--- src/rtl/rca_word_sequencer.sv ---
// Wide adder controller: feeds one SIZE-bit slice per cycle through an external
// ripple-carry adder, chains the carry in a register and assembles the wide sum.
module rca_word_sequencer #(
  parameter  int SIZE  = 16,
  parameter  int WORDS = 4,
  localparam int IDX_W = (WORDS > 1) ? $clog2(WORDS) : 1
) (
  input  logic                  Clk,
  input  logic                  Rst_n,
  input  logic                  Start_Valid,
  output logic                  Start_Ready,
  input  logic [SIZE*WORDS-1:0] Op_A,
  input  logic [SIZE*WORDS-1:0] Op_B,
  input  logic                  Cin_In,
  output logic [SIZE-1:0]       Rca_A,
  output logic [SIZE-1:0]       Rca_B,
  output logic                  Rca_Cin,
  input  logic [SIZE-1:0]       Rca_Sum,
  input  logic                  Rca_Cout,
  output logic [SIZE*WORDS-1:0] Result,
  output logic                  Cout_Out,
  output logic                  Done_Valid,
  input  logic                  Done_Ready,
  output logic                  Busy,
  output logic [IDX_W-1:0]      Word_Idx
);

  localparam int               SLOTS    = 2 ** IDX_W;
  localparam int               PAD_W    = SIZE * SLOTS;
  localparam logic [IDX_W-1:0] LAST_IDX = IDX_W'(WORDS - 1);

  typedef enum logic [1:0] {IDLE, RUN, DONE} state_t;

  state_t                  state_reg, state_next;
  logic [SIZE*WORDS-1:0]   a_reg, b_reg;
  logic                    carry_reg;
  logic                    cout_reg;
  logic [IDX_W-1:0]        idx_reg;
  logic                    accept;
  logic [PAD_W-1:0]        a_pad, b_pad;

  // Padding to a power-of-two slot count keeps the indexed slice always in range.
  assign a_pad = PAD_W'(a_reg);
  assign b_pad = PAD_W'(b_reg);

  always_ff @(posedge Clk) begin
    if (!Rst_n) begin
      state_reg <= IDLE;
    end else begin
      state_reg <= state_next;
    end
  end

  always_comb begin
    state_next  = state_reg;
    Start_Ready = 1'b0;
    Busy        = 1'b0;
    Done_Valid  = 1'b0;
    Rca_A       = '0;
    Rca_B       = '0;
    Rca_Cin     = 1'b0;
    accept      = 1'b0;
    case (state_reg)
      IDLE: begin
        Start_Ready = 1'b1;
        if (Start_Valid) begin
          accept     = 1'b1;
          state_next = RUN;
        end
      end
      RUN: begin
        Busy    = 1'b1;
        Rca_A   = a_pad[idx_reg*SIZE +: SIZE];
        Rca_B   = b_pad[idx_reg*SIZE +: SIZE];
        Rca_Cin = carry_reg;
        if (idx_reg == LAST_IDX) begin
          state_next = DONE;
        end
      end
      DONE: begin
        Busy       = 1'b1;
        Done_Valid = 1'b1;
        if (Done_Ready) begin
          state_next = IDLE;
        end
      end
      default: state_next = IDLE;
    endcase
  end

  always_ff @(posedge Clk) begin
    if (!Rst_n) begin
      a_reg     <= '0;
      b_reg     <= '0;
      carry_reg <= 1'b0;
      cout_reg  <= 1'b0;
      idx_reg   <= '0;
    end else if (accept) begin
      a_reg     <= Op_A;
      b_reg     <= Op_B;
      carry_reg <= Cin_In;
      cout_reg  <= 1'b0;
      idx_reg   <= '0;
    end else if (state_reg == RUN) begin
      carry_reg <= Rca_Cout;
      if (idx_reg == LAST_IDX) begin
        cout_reg <= Rca_Cout;
      end else begin
        idx_reg <= idx_reg + 1'b1;
      end
    end
  end

  // Each result slice owns its own register so only the active slice is written.
  genvar gi;
  generate
    for (gi = 0; gi < WORDS; gi++) begin : g_res
      logic [SIZE-1:0] slice_reg;
      always_ff @(posedge Clk) begin
        if (!Rst_n || accept) begin
          slice_reg <= '0;
        end else if (state_reg == RUN && idx_reg == IDX_W'(gi)) begin
          slice_reg <= Rca_Sum;
        end
      end
      assign Result[gi*SIZE +: SIZE] = slice_reg;
    end
  endgenerate

  assign Cout_Out = cout_reg;
  assign Word_Idx = idx_reg;

endmodule

--- config.mk ---
export PLATFORM = sky130hd
export DESIGN_NAME = rca_word_sequencer
export DESIGN_NICKNAME = d
export VERILOG_FILES = /design/src/rtl/rca_word_sequencer.sv
export SDC_FILE = /design/constraint.sdc
export NUM_CORES = 1
export LEC_CHECK = 0
export ABC_CLOCK_PERIOD_IN_PS = 1800
export CORE_ASPECT_RATIO = 0.8
export CORE_MARGIN = 1
export CORE_UTILIZATION = 35
export DETAILED_ROUTE_END_ITERATION = 10
export PLACE_DENSITY = 0.64
export SLEW_MARGIN = 15
export SYNTH_ARGS = -nofsm -noshare
export SYNTH_HDL_FRONTEND = slang
export SYNTH_SLANG_ARGS = --single-unit
--- constraint.sdc ---
create_clock -name Clk -period 1.8 [get_ports Clk]
set_input_delay 0.36 -clock Clk [delete_from_list [all_inputs] [get_ports Clk]]
set_output_delay 0.36 -clock Clk [all_outputs]
set_load 0.1 [all_outputs]
==> results of run 1 <==
==> power groups by stage <==
| stage | logic [mW] | registers, mW | clock network, mW |
|---|---|---|---|
| 6_report | 5.94 | 5.32 | 3.77 |
| 5_1_grt | 6.33 | 5.40 | 4.09 |
| 4_1_cts | 5.97 | 5.32 | 3.90 |
| 3_5_place_dp | 5.81 | 5.41 | 0 |
| 3_3_place_gp | 5.76 | 5.39 | 0 |
| 2_1_floorplan | 3.16 | 5.83 | 0 |
==> through the flow <==
step	utilization (%)	cell area, um2	power, mW	setup WS [ns]	cells
after floorplan	-	8420	8.98	-0.174	956
after global placement	53.5	12500	11.2	0.00113	1481
after detailed placement	53.5	12500	11.2	-0.0474	1481
after CTS	56.4	13200	15.2	-0.459	1520
after global routing	56.4	13200	15.8	-0.491	1522
final	56.4	13200	15.0	-0.414	1523
==> logic make-up after synthesis <==
kind of cell	after synthesis	synth area share, %
flops	198	47.6
simple gates	438	20.9
compound gates	195	15.8
fa+ha+maj	8	1.20
xor+xnor	1	0.105
buf+inv	80	5.08
mux	36	9.32
==> worst max-delay path: stages, from the launching register on <==
cell,delay (ns)
dfxtp_4,0.39
buf_12,0.18
mux4_2,0.51
and2_4,0.18
buf_12,0.16
==> cell usage after synthesis, types with 2 or more instances <==
master	n
nand2_1	397
dfxtp_1	198
a21boi_0	88
a21oi_1	65
a21boi_1	40
buf_2	39
and2_1	38
mux4_2	28
clkbuf_1	24
ha_1	8
inv_1	6
buf_6	4
mux2i_1	4
mux4_1	4
clkbuf_2	3
buf_12	2
buf_4	2
nor2_1	2
==> how the worst max path moves through the flow <==
stage | cells past startpoint | slack (ns) | end | startpoint
floorplan | 4 | -0.17 | Rca_A[14] | Word_Idx[1]
CTS | 4 | -0.46 | Rca_B[12] | Word_Idx[0]
global placement | 4 | 0.001 | Rca_B[1] | Word_Idx[0]
finish | 4 | -0.41 | Rca_B[12] | Word_Idx[0]
detailed placement | 7 | -0.05 | g_res[0].slice_reg[8] | Word_Idx[0]
global route | 4 | -0.49 | Rca_A[1] | Word_Idx[0]
==> routing by layer <==
metal / GRT usage [%] / vias to the layer above / routed length, um
met5: 0 / - / 0
met2: 32.4 / 186 / 11400
met3: 4.10 / 30 / 1070
li1: - / 3605 / -
met1: 28.3 / 3430 / 11700
met4: 6.74 / 0 / 509
==> layout make-up <==
cell class                 count  share of cell area [%]
clock inverter                13                    1.07
antenna                        2                  0.0379
clock buffer                  18                    3.33
multi-input combinational    678                    30.6
timing repair buffer         296                    31.7
tap                          312                    2.96
sequential                   198                    30.1
inverter                       6                   0.171
==> timing repair <==
item,4_1_cts,5_1_grt
resized for setup,14,3
pin swaps,14,1
endpoints found under the hold margin,0,0
endpoints found under the setup margin,49,35
hold buffers,0,0
buffers inserted,8,3
==> impl_metrics.toml, run 1 <==
[outcome]
outcome = "complete, but fails checks"
violations = "negative setup slack"

[logic_synthesis]
synthArstFlopShare_pct = 0
ys_warn_count = 0
avgSynthCellArea_um2 = 8.71
synth.area.top_cells = "dfxtp_1 (48%), nand2_1 (18%), a21boi_0 (7.9%), mux4_2 (7.6%), a21oi_1 (3.9%)"
synth_edf_count = 0
postSynthCellCount = 956
ys_ff_latch = 198
syn_nets = 1114
synth.distinct_cells = 22
yosysTopAreaCellShare_pct = 47.6
ys.flop_type = "dfxtp_1"
yosysSeqAreaShare_pct = 47.6
synth_largest_area_cell = "dfxtp_1"
synth_area_um2 = 8320

[placed_design]
dpl.hpwl_mm = 17.8
place_congestion = 0.785
port_buffers = 252

[floorplanning]
row_count = 50
fp.coreArea_um2 = 23400
die_area_um2 = 24400
die_w_um = 174
initial_core_util_pct = 35.6
ios = 253
fp.dieH_um = 140

[worst_setup_path]
r2r_cells = 7
path_class = "flop to primary output"
worstReg2RegStart = "Word_Idx[0]"
startpoint_type = "flop"
timing.rr.end = "Word_Idx[0]"
arrival_ns = 1.85
crit_fanout = 13
r2r_slack_ns = 0.09
required_ns = 1.44
cp-end-kind = "primary output"

[timing]
setup_ws_ns = -0.414
period_minus_slack_ns = 2.21
drv_slew = 0
setup_viol = 33
rsz0062_at_grt = "true"
hold_viol = 0
clock.fmax_ghz = 0.452
finalSetupTns_ns = -11.86
tightestPinTransition_ns = 0.435
whs_ns = 0.333
finalClockSkew_ns = 0.0168
fin_crit_sh_pct = 123
max_slew_margin_pct = 71.0

[clock_network]
root_buffer = "clkbuf_16"
clk_path_buf_depth = 2
clock_latency_ns = 0.43
numCtsBuffers = 17
cts_tree = "yes"
clock_sinks = 198
cts_htree_levels = 4
path_clk_slew_ns = 0.07

[hold_path]
holdPathEnd = "Word_Idx[1]"
min-delay-start = "Rst_n"
hold_depth = 3
min_path_type = "input pin to flop"

[power_and_ir_drop]
p_seq_share_pct = 35.4
pwr-share-comb_pct = 39.5
sw_frac_of_total_pct = 36.9
p_per_area_nw_per_um2 = 1140
p_sw_mw = 5.55
vdd_drop_max_mv = 0.603
power_frac_clock_pct = 25.1
internal-power_mw = 9.48
p_leak_nw = 4.86

[detailed_routing]
wirelength_mm = 24.7
drc_errors = 0
wl_per_cell_um = 16.2
vias_per_cell = 4.76
vias = 7251
drtAntennaViolNets = 0
drt_iter0_markers = 384
firstDrtPassIters = 5

[cells_and_area]
area_growth_pct = 58.7
final_common_cell = "nand2_1"
regArea_um2 = 3970
final_nets = 1355
fillers = 2095
final_cell_mix = "nand2_1 (395), dfxtp_1 (194), clkdlybuf4s50_1 (148)"
drive_above_1_share_pct = 21.3
multi_input_area_um2 = 4050

[global_route]
first_global_vias = 7298
grtUsageTotal_pct = 20.6
grt_pass1_wl_mm = 39.3
grt_max_degree = 86
antenna_found_initial = 1
grt-ovfl-total = 0

[run]
maxCapViolCount = 0
(Power assumes the default switching activity.)
==> run 2, diff against run 1 <==
--- a/config.mk
+++ b/config.mk
@@ -11,6 +11,7 @@
 export CORE_UTILIZATION = 35
 export DETAILED_ROUTE_END_ITERATION = 10
 export PLACE_DENSITY = 0.64
+export SKIP_CTS_REPAIR_TIMING = 1
 export SLEW_MARGIN = 15
 export SYNTH_ARGS = -nofsm -noshare
 export SYNTH_HDL_FRONTEND = slang
==> impl_metrics.toml, run 2 (synthesis results as in run 1) <==
[outcome]
outcome = "complete, but fails checks"
violations = "negative setup slack"

[clock_network]
clk_path_buf_depth = 2
clock_sinks = 198
cts_htree_levels = 4
root_buffer = "clkbuf_16"
numCtsBuffers = 17
cts_tree = "yes"
path_clk_slew_ns = 0.07
clock_latency_ns = 0.43

[global_route]
antenna_found_initial = 1
grt_max_degree = 86
grt-ovfl-total = 0
grt_pass1_wl_mm = 39.0
first_global_vias = 7243
grtUsageTotal_pct = 20.4

[worst_setup_path]
path_class = "flop to primary output"
required_ns = 1.44
cp-end-kind = "primary output"
max_stage_delay_ns = 0.51
startpoint_type = "flop"
crit_fanout = 13
arrival_ns = 1.85
worst_path_most_repeated_cell = "buf_12"
crit_slowest_cell = "mux4_2"
worstPathCellList = "buf_12 -> mux4_2 -> and2_4 -> buf_12"

[detailed_routing]
wirelength_mm = 24.7
vias = 7235
drc_errors = 0
drt_iter0_markers = 360
wl_per_cell_um = 16.2
vias_per_cell = 4.75
firstDrtPassIters = 4
drtAntennaViolNets = 0

[power_and_ir_drop]
vdd_drop_max_mv = 0.601
sw_frac_of_total_pct = 37.0
internal-power_mw = 9.46
pwr-share-comb_pct = 39.3
p_seq_share_pct = 35.5
p_sw_mw = 5.55
power_frac_clock_pct = 25.2
p_leak_nw = 4.86
total_power_mw = 15.0
p_per_area_nw_per_um2 = 1140

[cells_and_area]
final_common_cell = "nand2_1"
final_cell_mix = "nand2_1 (395), dfxtp_1 (194), clkdlybuf4s50_1 (148)"
area_growth_pct = 58.5
final_nets = 1355
drive_above_1_share_pct = 21.2

[timing]
clock.fmax_ghz = 0.452
drv_slew = 0
setup_ws_ns = -0.414
setup_viol = 33
max_slew_margin_pct = 69.5
rsz0062_at_grt = "true"
fin_crit_sh_pct = 123
hold_viol = 0
finalClockSkew_ns = 0.0183
whs_ns = 0.335
period_minus_slack_ns = 2.21
tightestPinTransition_ns = 0.457

[floorplanning]
die_w_um = 174
fp.coreArea_um2 = 23400
row_count = 50
ios = 253
initial_core_util_pct = 35.6
die_area_um2 = 24400
fp.dieH_um = 140

[hold_path]
min_path_type = "input pin to flop"

[placed_design]
port_buffers = 252
place_congestion = 0.785
dpl.hpwl_mm = 17.8

[run]
maxCapViolCount = 0
-- run 2: layer usage --
layer	wire length [um]	global-route usage [%]	share of wire (%)	vias up
met3	1120	4.10	4.5	26
met1	11700	28.1	47	3421
met4	476	6.74	1.9	0
met5	0	0	0	-
li1	-	-	-	3604
met2	11400	32.1	46	184
-- run 2: worst max-delay path: cells and delay by family (launching register included) --
| family | cells | cell delay [ns] |
|---|---|---|
| mux | 1 | 0.51 |
| simple gates | 1 | 0.18 |
| buf+inv | 2 | 0.34 |
| flops | 1 | 0.39 |
-- run 2: layout make-up --
cell class / instances / area (um2)
clock inverters: 13 / 141
inverters: 6 / 22.5
repair buffers: 296 / 4180
flip-flops and latches: 198 / 3980
multi-input cells: 678 / 4030
well taps: 312 / 390
diodes: 2 / 5.00
fillers: 2092 / 10200
clock buffers: 18 / 439
-- run 2: stage by stage --
step	setup TNS [ns]	instance area [um2]	instances	worst slack, ns	utilization (%)
finish	-11.91	13200	1523	-0.414	56.4
global route	-14.24	13200	1522	-0.489	56.4
CTS	-14.25	13100	1512	-0.463	56.0
detailed placement	-0.178	12500	1481	-0.0474	53.5
global placement	0	12500	1481	0.00113	53.5
floorplan	-7.51	8420	956	-0.174	-
-- run 2: power by group through the flow --
| stage | clock network, mW | registers [mW] | logic, mW |
|---|---|---|---|
| finish | 3.78 | 5.33 | 5.89 |
| global route | 4.09 | 5.41 | 6.29 |
| CTS | 3.90 | 5.32 | 5.82 |
| detailed placement | 0 | 5.41 | 5.81 |
| global placement | 0 | 5.39 | 5.76 |
| floorplan | 0 | 5.83 | 3.16 |
-- run 2: path summary, 6_finish.rpt --
kind	depth (start not counted)	start	slack [ns]	endpoint
worst max-delay path	4	Word_Idx[0]	-0.41	Rca_B[12]
worst min-delay path	3	Rst_n	0.34	Word_Idx[1]
worst max register to register	7	Word_Idx[0]	0.09	Word_Idx[0]
worst min register to register	2	a_pad[42]	0.45	a_pad[42]
==> run 3, diff against run 2 <==
--- a/config.mk
+++ b/config.mk
@@ -6,6 +6,7 @@
 export NUM_CORES = 1
 export LEC_CHECK = 0
 export ABC_CLOCK_PERIOD_IN_PS = 1800
+export CAP_MARGIN = 20
 export CORE_ASPECT_RATIO = 0.8
 export CORE_MARGIN = 1
 export CORE_UTILIZATION = 35
==> results of run 3 <==
Same layout as run 2: the final DEF is identical, and so are final timing and power.
